<file path="src/rtl/prio_arbiter_rr_if.sv">
`default_nettype none
// ============================================================================
// prio_arbiter_rr_if : request/grant bundle between requesters and arbiter
// Optional macro ARB_TIMEOUT_EN adds the timeout pulse. Rev 1.0
// ============================================================================
interface prio_arbiter_rr_if #(
  parameter int N = 4
);
  localparam int IDX_W = $clog2(N);

  logic             mode;
  logic [N-1:0]     req;
  logic             ack;
  logic             gnt_valid;
  logic [IDX_W-1:0] gnt_idx;
  logic [N-1:0]     gnt_onehot;
`ifdef ARB_TIMEOUT_EN
  logic             timeout;

  modport master (output mode, req, ack, input gnt_valid, gnt_idx, gnt_onehot, timeout);
  modport slave  (input mode, req, ack, output gnt_valid, gnt_idx, gnt_onehot, timeout);
`else
  modport master (output mode, req, ack, input gnt_valid, gnt_idx, gnt_onehot);
  modport slave  (input mode, req, ack, output gnt_valid, gnt_idx, gnt_onehot);
`endif
endinterface
`default_nettype wire

</file>
<file path="src/rtl/prio_arbiter_rr.sv">
`default_nettype none
// ============================================================================
// prio_arbiter_rr : registered N-input fixed-priority / round-robin arbiter
// Optional macro ARB_TIMEOUT_EN releases unacked grants after TIMEOUT cycles. Rev 1.0
// ============================================================================
module prio_arbiter_rr #(
  parameter int N       = 4,
  parameter int TIMEOUT = 16
) (
  input  logic                 clk,
  input  logic                 rst_n,
  prio_arbiter_rr_if.slave     bus
);
  localparam int IDX_W = $clog2(N);

  if (N < 2 || TIMEOUT < 2) begin : g_bad_param
    $error("prio_arbiter_rr: N and TIMEOUT must both be >= 2");
  end

  typedef enum logic [0:0] {
    S_IDLE  = 1'b0,
    S_GRANT = 1'b1
  } state_t;

  state_t           state_q, state_d;
  logic [IDX_W-1:0] idx_q, idx_d;
  logic [IDX_W-1:0] ptr_q, ptr_d;
  logic [N-1:0]     onehot_q, onehot_d;
  logic             mode_q, mode_d;

  logic [IDX_W-1:0] w_fp_idx;
  logic [IDX_W-1:0] w_rr_idx;
  logic [IDX_W-1:0] w_rr_probe;
  logic [IDX_W-1:0] w_win_idx;
  logic [IDX_W-1:0] w_next_ptr;
  logic             w_start;
  logic             w_expire;

  // Ascending scan so the highest set index is the last one written.
  always_comb begin
    w_fp_idx = '0;
    for (int i = 0; i < N; i++) begin
      if (bus.req[i]) w_fp_idx = IDX_W'(i);
    end
  end

  // Descending offset scan: the smallest offset from ptr_q wins.
  always_comb begin
    w_rr_idx   = '0;
    w_rr_probe = '0;
    for (int k = N - 1; k >= 0; k--) begin
      w_rr_probe = IDX_W'((int'(ptr_q) + k) % N);
      if (bus.req[w_rr_probe]) w_rr_idx = w_rr_probe;
    end
  end

  assign w_win_idx  = bus.mode ? w_rr_idx : w_fp_idx;
  assign w_next_ptr = (idx_q == IDX_W'(N - 1)) ? '0 : idx_q + IDX_W'(1);
  assign w_start    = (state_q == S_IDLE) && (|bus.req);

`ifdef ARB_TIMEOUT_EN
  localparam int CNT_W = $clog2(TIMEOUT);

  logic [CNT_W-1:0] cnt_q, cnt_d;
  logic             timeout_q, timeout_d;

  assign w_expire = (state_q == S_GRANT) && !bus.ack && (cnt_q == CNT_W'(TIMEOUT - 1));

  always_comb begin
    cnt_d     = cnt_q;
    timeout_d = 1'b0;
    if (w_start) begin
      cnt_d = '0;
    end else if (state_q == S_GRANT && !bus.ack) begin
      cnt_d     = cnt_q + CNT_W'(1);
      timeout_d = w_expire;
    end
  end

  always_ff @(posedge clk or negedge rst_n) begin
    if (!rst_n) begin
      cnt_q     <= '0;
      timeout_q <= 1'b0;
    end else begin
      cnt_q     <= cnt_d;
      timeout_q <= timeout_d;
    end
  end

  assign bus.timeout = timeout_q;
`else
  assign w_expire = 1'b0;
`endif

  // mode_q remembers the mode the grant was issued under, so a mode change
  // during GRANT only affects the next arbitration, not this pointer update.
  always_comb begin
    state_d  = state_q;
    idx_d    = idx_q;
    ptr_d    = ptr_q;
    onehot_d = onehot_q;
    mode_d   = mode_q;
    case (state_q)
      S_IDLE: begin
        if (w_start) begin
          state_d             = S_GRANT;
          mode_d              = bus.mode;
          idx_d               = w_win_idx;
          onehot_d            = '0;
          onehot_d[w_win_idx] = 1'b1;
        end
      end
      S_GRANT: begin
        if (bus.ack || w_expire) begin
          state_d  = S_IDLE;
          onehot_d = '0;
          if (mode_q) ptr_d = w_next_ptr;
        end
      end
      default: begin
        state_d  = S_IDLE;
        onehot_d = '0;
      end
    endcase
  end

  always_ff @(posedge clk or negedge rst_n) begin
    if (!rst_n) begin
      state_q  <= S_IDLE;
      idx_q    <= '0;
      ptr_q    <= '0;
      onehot_q <= '0;
      mode_q   <= 1'b0;
    end else begin
      state_q  <= state_d;
      idx_q    <= idx_d;
      ptr_q    <= ptr_d;
      onehot_q <= onehot_d;
      mode_q   <= mode_d;
    end
  end

  assign bus.gnt_valid  = (state_q == S_GRANT);
  assign bus.gnt_idx    = idx_q;
  assign bus.gnt_onehot = onehot_q;

endmodule
`default_nettype wire

</file>
<file path="src/flat_wrapper.sv">
// flat-port wrapper written by rule: the top's interface ports become plain ports
module prio_arbiter_rr_flat 
#(
  parameter int N       = 4,
  parameter int TIMEOUT = 16
)
  (clk, rst_n, bus_mode, bus_req, bus_ack, bus_gnt_valid, bus_gnt_idx, bus_gnt_onehot);
  prio_arbiter_rr_if #(.N(N)) bus_i ();
  input  logic clk;
  input  logic rst_n;
  input wire logic [$bits(bus_i.mode)-1:0] bus_mode;
  input wire logic [$bits(bus_i.req)-1:0] bus_req;
  input wire logic [$bits(bus_i.ack)-1:0] bus_ack;
  output wire logic [$bits(bus_i.gnt_valid)-1:0] bus_gnt_valid;
  output wire logic [$bits(bus_i.gnt_idx)-1:0] bus_gnt_idx;
  output wire logic [$bits(bus_i.gnt_onehot)-1:0] bus_gnt_onehot;
  assign bus_i.mode = bus_mode;
  assign bus_i.req = bus_req;
  assign bus_i.ack = bus_ack;
  assign bus_gnt_valid = bus_i.gnt_valid;
  assign bus_gnt_idx = bus_i.gnt_idx;
  assign bus_gnt_onehot = bus_i.gnt_onehot;
  prio_arbiter_rr #(.N(N), .TIMEOUT(TIMEOUT)) u_core (.clk(clk), .rst_n(rst_n), .bus(bus_i));
endmodule
</file>
<file path="config.mk">
export PLATFORM = sky130hd
export DESIGN_NAME = prio_arbiter_rr_flat
export DESIGN_NICKNAME = d
export VERILOG_FILES = /design/src/rtl/prio_arbiter_rr_if.sv /design/src/rtl/prio_arbiter_rr.sv /design/src/flat_wrapper.sv
export SDC_FILE = /design/constraint.sdc
export NUM_CORES = 1
export LEC_CHECK = 0
export CAP_MARGIN = 20
export CELL_PAD_IN_SITES_DETAIL_PLACEMENT = 2
export CELL_PAD_IN_SITES_GLOBAL_PLACEMENT = 2
export CORE_MARGIN = 4
export CORE_UTILIZATION = 27
export CTS_CLUSTER_DIAMETER = 60
export CTS_CLUSTER_SIZE = 10
export DETAILED_ROUTE_END_ITERATION = 10
export PLACE_DENSITY = 0.86
export SYNTH_ARGS = -nofsm -noshare
export SYNTH_HDL_FRONTEND = slang
export SYNTH_SLANG_ARGS = --single-unit
export TNS_END_PERCENT = 1
</file>
<file path="constraint.sdc">
create_clock -name clk -period 1.5 [get_ports clk]
set_input_delay 0.3 -clock clk [delete_from_list [all_inputs] [get_ports clk]]
set_output_delay 0.3 -clock clk [all_outputs]
set_load 0.005 [all_outputs]
</file>
==> results.cfg <==
[place]
place_area_um2 = 732
gp_congestion = 0.781
numPlacedInstances = 92
detailed_place_hpwl_um = 1220
port_buffers = 14

[clock_network]
cts.sinks = 10
cts_hold_buf = 0
cts.clk_slew.worst_paths_ns = 0.07
cts_tree = built
worstSkewPairLatency_ns = 0.27
htree_num_levels = 1
cts_buffers = 3
clockBufferDepth = 2
cts_root_buf = clkbuf_4

[sta]
hold_viol = 0
worstMarginPinSlew_ns = 0.442
rsz0062_at_grt = true
min_period_ns = 1.45
final_max_slew_viol_count = 0
finalSetupViolCount = 0
max_freq_ghz = 0.688
relSlewSlack = 0.705
finalCritPeriodShare = 0.970
hold_ws_ns = 0.336
clock_skew_ns = 0.00449

[logic_synthesis]
syn-num-nets = 57
syn-cell-area_um2 = 523
synth.distinct_cells = 25
synth_area_leaders = dfrtp_1, nand2b_1, a32o_1, a21oi_1, nand3_1
synth_top_area_share = 0.478
yosysWarningCount = 0
yosys.area.top_type = dfrtp_1
synth_seq_cells = 10
synth_seq_area_share = 0.478
syn_area_per_cell_um2 = 10.9
synthesis.instances = 48

[global_route]
gr-usage-all-layers = 0.150
grt_max_degree = 11
antenna_found_initial = 0
overflow = 0
grt_pass1_wl_um = 2790
first_global_vias = 542

[setup_path]
r2r-start = u_core.bus.gnt_valid
crit_family = compound AO/OA/AOI/OAI gates
crit_path_end_kind = register
path_buf_inv = 1
cp.arrival_ns = 1.61
crit_type = primary input to register
cp_max_fo = 3
cp_slowest_cell = clkdlybuf4s50_1
cp.required_ns = 1.66
cp-start-kind = primary input
r2r_slack_ns = 0.12
crit_path_max_incr_delay_ns = 0.51
r2r-end = u_core.bus.gnt_onehot[3]
path_cells = clkdlybuf4s50_1 -> nand2b_1 -> a21oi_1 -> a311o_1 -> a32o_1
reg2reg_depth = 4

[floorplan]
die_h_um = 52.0
start_util = 0.293
row_count = 15
die_area_um2 = 2710
fp.dieW_um = 52.0
num_io_pins = 15
core_um2 = 1780

[power_and_ir_drop]
p_leak_uw = 0.000419
ir_drop_mv = 0.639
p_per_area_nw_per_um2 = 1220

[final_layout]
final_area_um2 = 816
drive_above_1_share = 0.270
layout.cells.non_filler = 99
final_nets = 84
fill_cells = 186
regArea_um2 = 251
multi_input_area_um2 = 268
diodes = 0
syn_to_final_growth_pct = 56.0

[detailed_routing]
drc = 0
first_pass_iters = 4
wl_um = 1720
drt_iter0_markers = 13
antenna_left = 0
wl_per_cell_um = 17.4
num_vias = 474
viasPerCell = 4.79

[hold_path]
worstHoldPathType = primary input to async pin

[outcome]
status = completed

[job]
maxCapViolCount = 0
==> how the worst max path moves through the flow <==
| stage | slack, ns | endpoint | cells after the start | start |
|---|---|---|---|---|
| 2_1_floorplan | 0.22 | u_core.mode_q | 4 | bus_req[1] |
| 3_3_place_gp | -0.27 | u_core.bus.gnt_onehot[1] | 6 | bus_req[0] |
| 3_5_place_dp | -0.29 | u_core.bus.gnt_onehot[1] | 6 | bus_req[0] |
| 4_1_cts | 0.008 | bus_gnt_idx[0] | 1 | u_core.bus.gnt_idx[0] |
| 5_1_grt | -0.01 | u_core.bus.gnt_onehot[1] | 5 | bus_req[1] |
| 6_report | 0.05 | u_core.bus.gnt_onehot[2] | 5 | bus_req[1] |
==> area by class of cell <==
class | count | area share
multi-input combinational | 35 | 0.328
clock buffer | 4 | 0.0445
inverter | 2 | 0.00920
tap | 25 | 0.0383
timing repair buffer | 23 | 0.271
sequential | 10 | 0.308
==> state kept, by name, summed over array words and instances (netlist names) <==
name	cells
u_core.mode_q	1
u_core.ptr_q	2
u_core.bus.gnt_valid	1
u_core.bus.gnt_onehot	4
u_core.bus.gnt_idx	2
==> metal layers <==
metal	track usage	routed length, um	up-vias
met5	0	0	-
met4	0.0393	14	0
met3	0.0688	96	2
met2	0.243	896	11
met1	0.177	715	231
li1	-	-	230
==> kinds of logic (layout without fill, tap and decap cells) <==
group                      after synthesis  after routing  share of synthesized area
AOI/OAI and AO/OA                       16             16                      0.244
and+or+nand+nor                         15             15                      0.156
DFF                                     10             10                      0.478
muxes                                    3              3                     0.0694
buffers and inverters                    3             29                     0.0287
adders and majority gates                1              1                     0.0239
==> synthesized netlist by cell type <==
cell,instances
o21ai_0,1
a311o_1,1
dfrtp_1,10
nor4_1,1
nand2_1,3
a211oi_2,1
mux2_2,1
mux2_4,1
ha_1,1
o31ai_1,2
nand3_1,3
a311oi_1,1
nor2_1,1
a21boi_0,1
nand2b_1,5
or2_1,1
mux2i_1,1
or2b_1,1
a32o_1,2
inv_1,2
o22ai_1,1
a21o_1,2
a21oi_1,3
o31ai_2,1
buf_4,1
==> where the power goes <==
part	switching [uW]	internal, uW	total [uW]
clock	98.0	148	246
sequential	70.8	338	409
combinational	150	192	342
==> cells in the final DEF, fill, tap and decap left out, types with 2 or more instances in the layout <==
cell type | synthesis | routed
clkbuf_4 | 0 | 3
nand2_1 | 3 | 3
a21o_1 | 2 | 2
dlymetal6s2s_1 | 0 | 6
dfrtp_1 | 10 | 9
nand3_1 | 3 | 3
a21oi_1 | 3 | 3
nand2b_1 | 5 | 5
o31ai_1 | 2 | 2
a32o_1 | 2 | 2
clkdlybuf4s50_1 | 0 | 7
inv_1 | 2 | 2
buf_4 | 1 | 9
==> repair_timing <==
item | CTS | global route
pin swaps | 0 | 1
resized for setup | 5 | 6
setup endpoints to repair | 6 | 8
setup buffers | 1 | 2
==> per-stage QoR <==
step	worst slack [ns]	setup TNS, ns	utilization	power (uW)
final	0.0455	0	0.458	996
after CTS	0.00849	0	0.441	1000
after detailed placement	-0.292	-1.89	0.411	734
after floorplan	0.221	0	-	557
after global placement	-0.268	-1.74	0.411	712
after global routing	-0.0107	-0.0107	0.458	1070
Note: power is estimated with default switching activity, not from simulation.
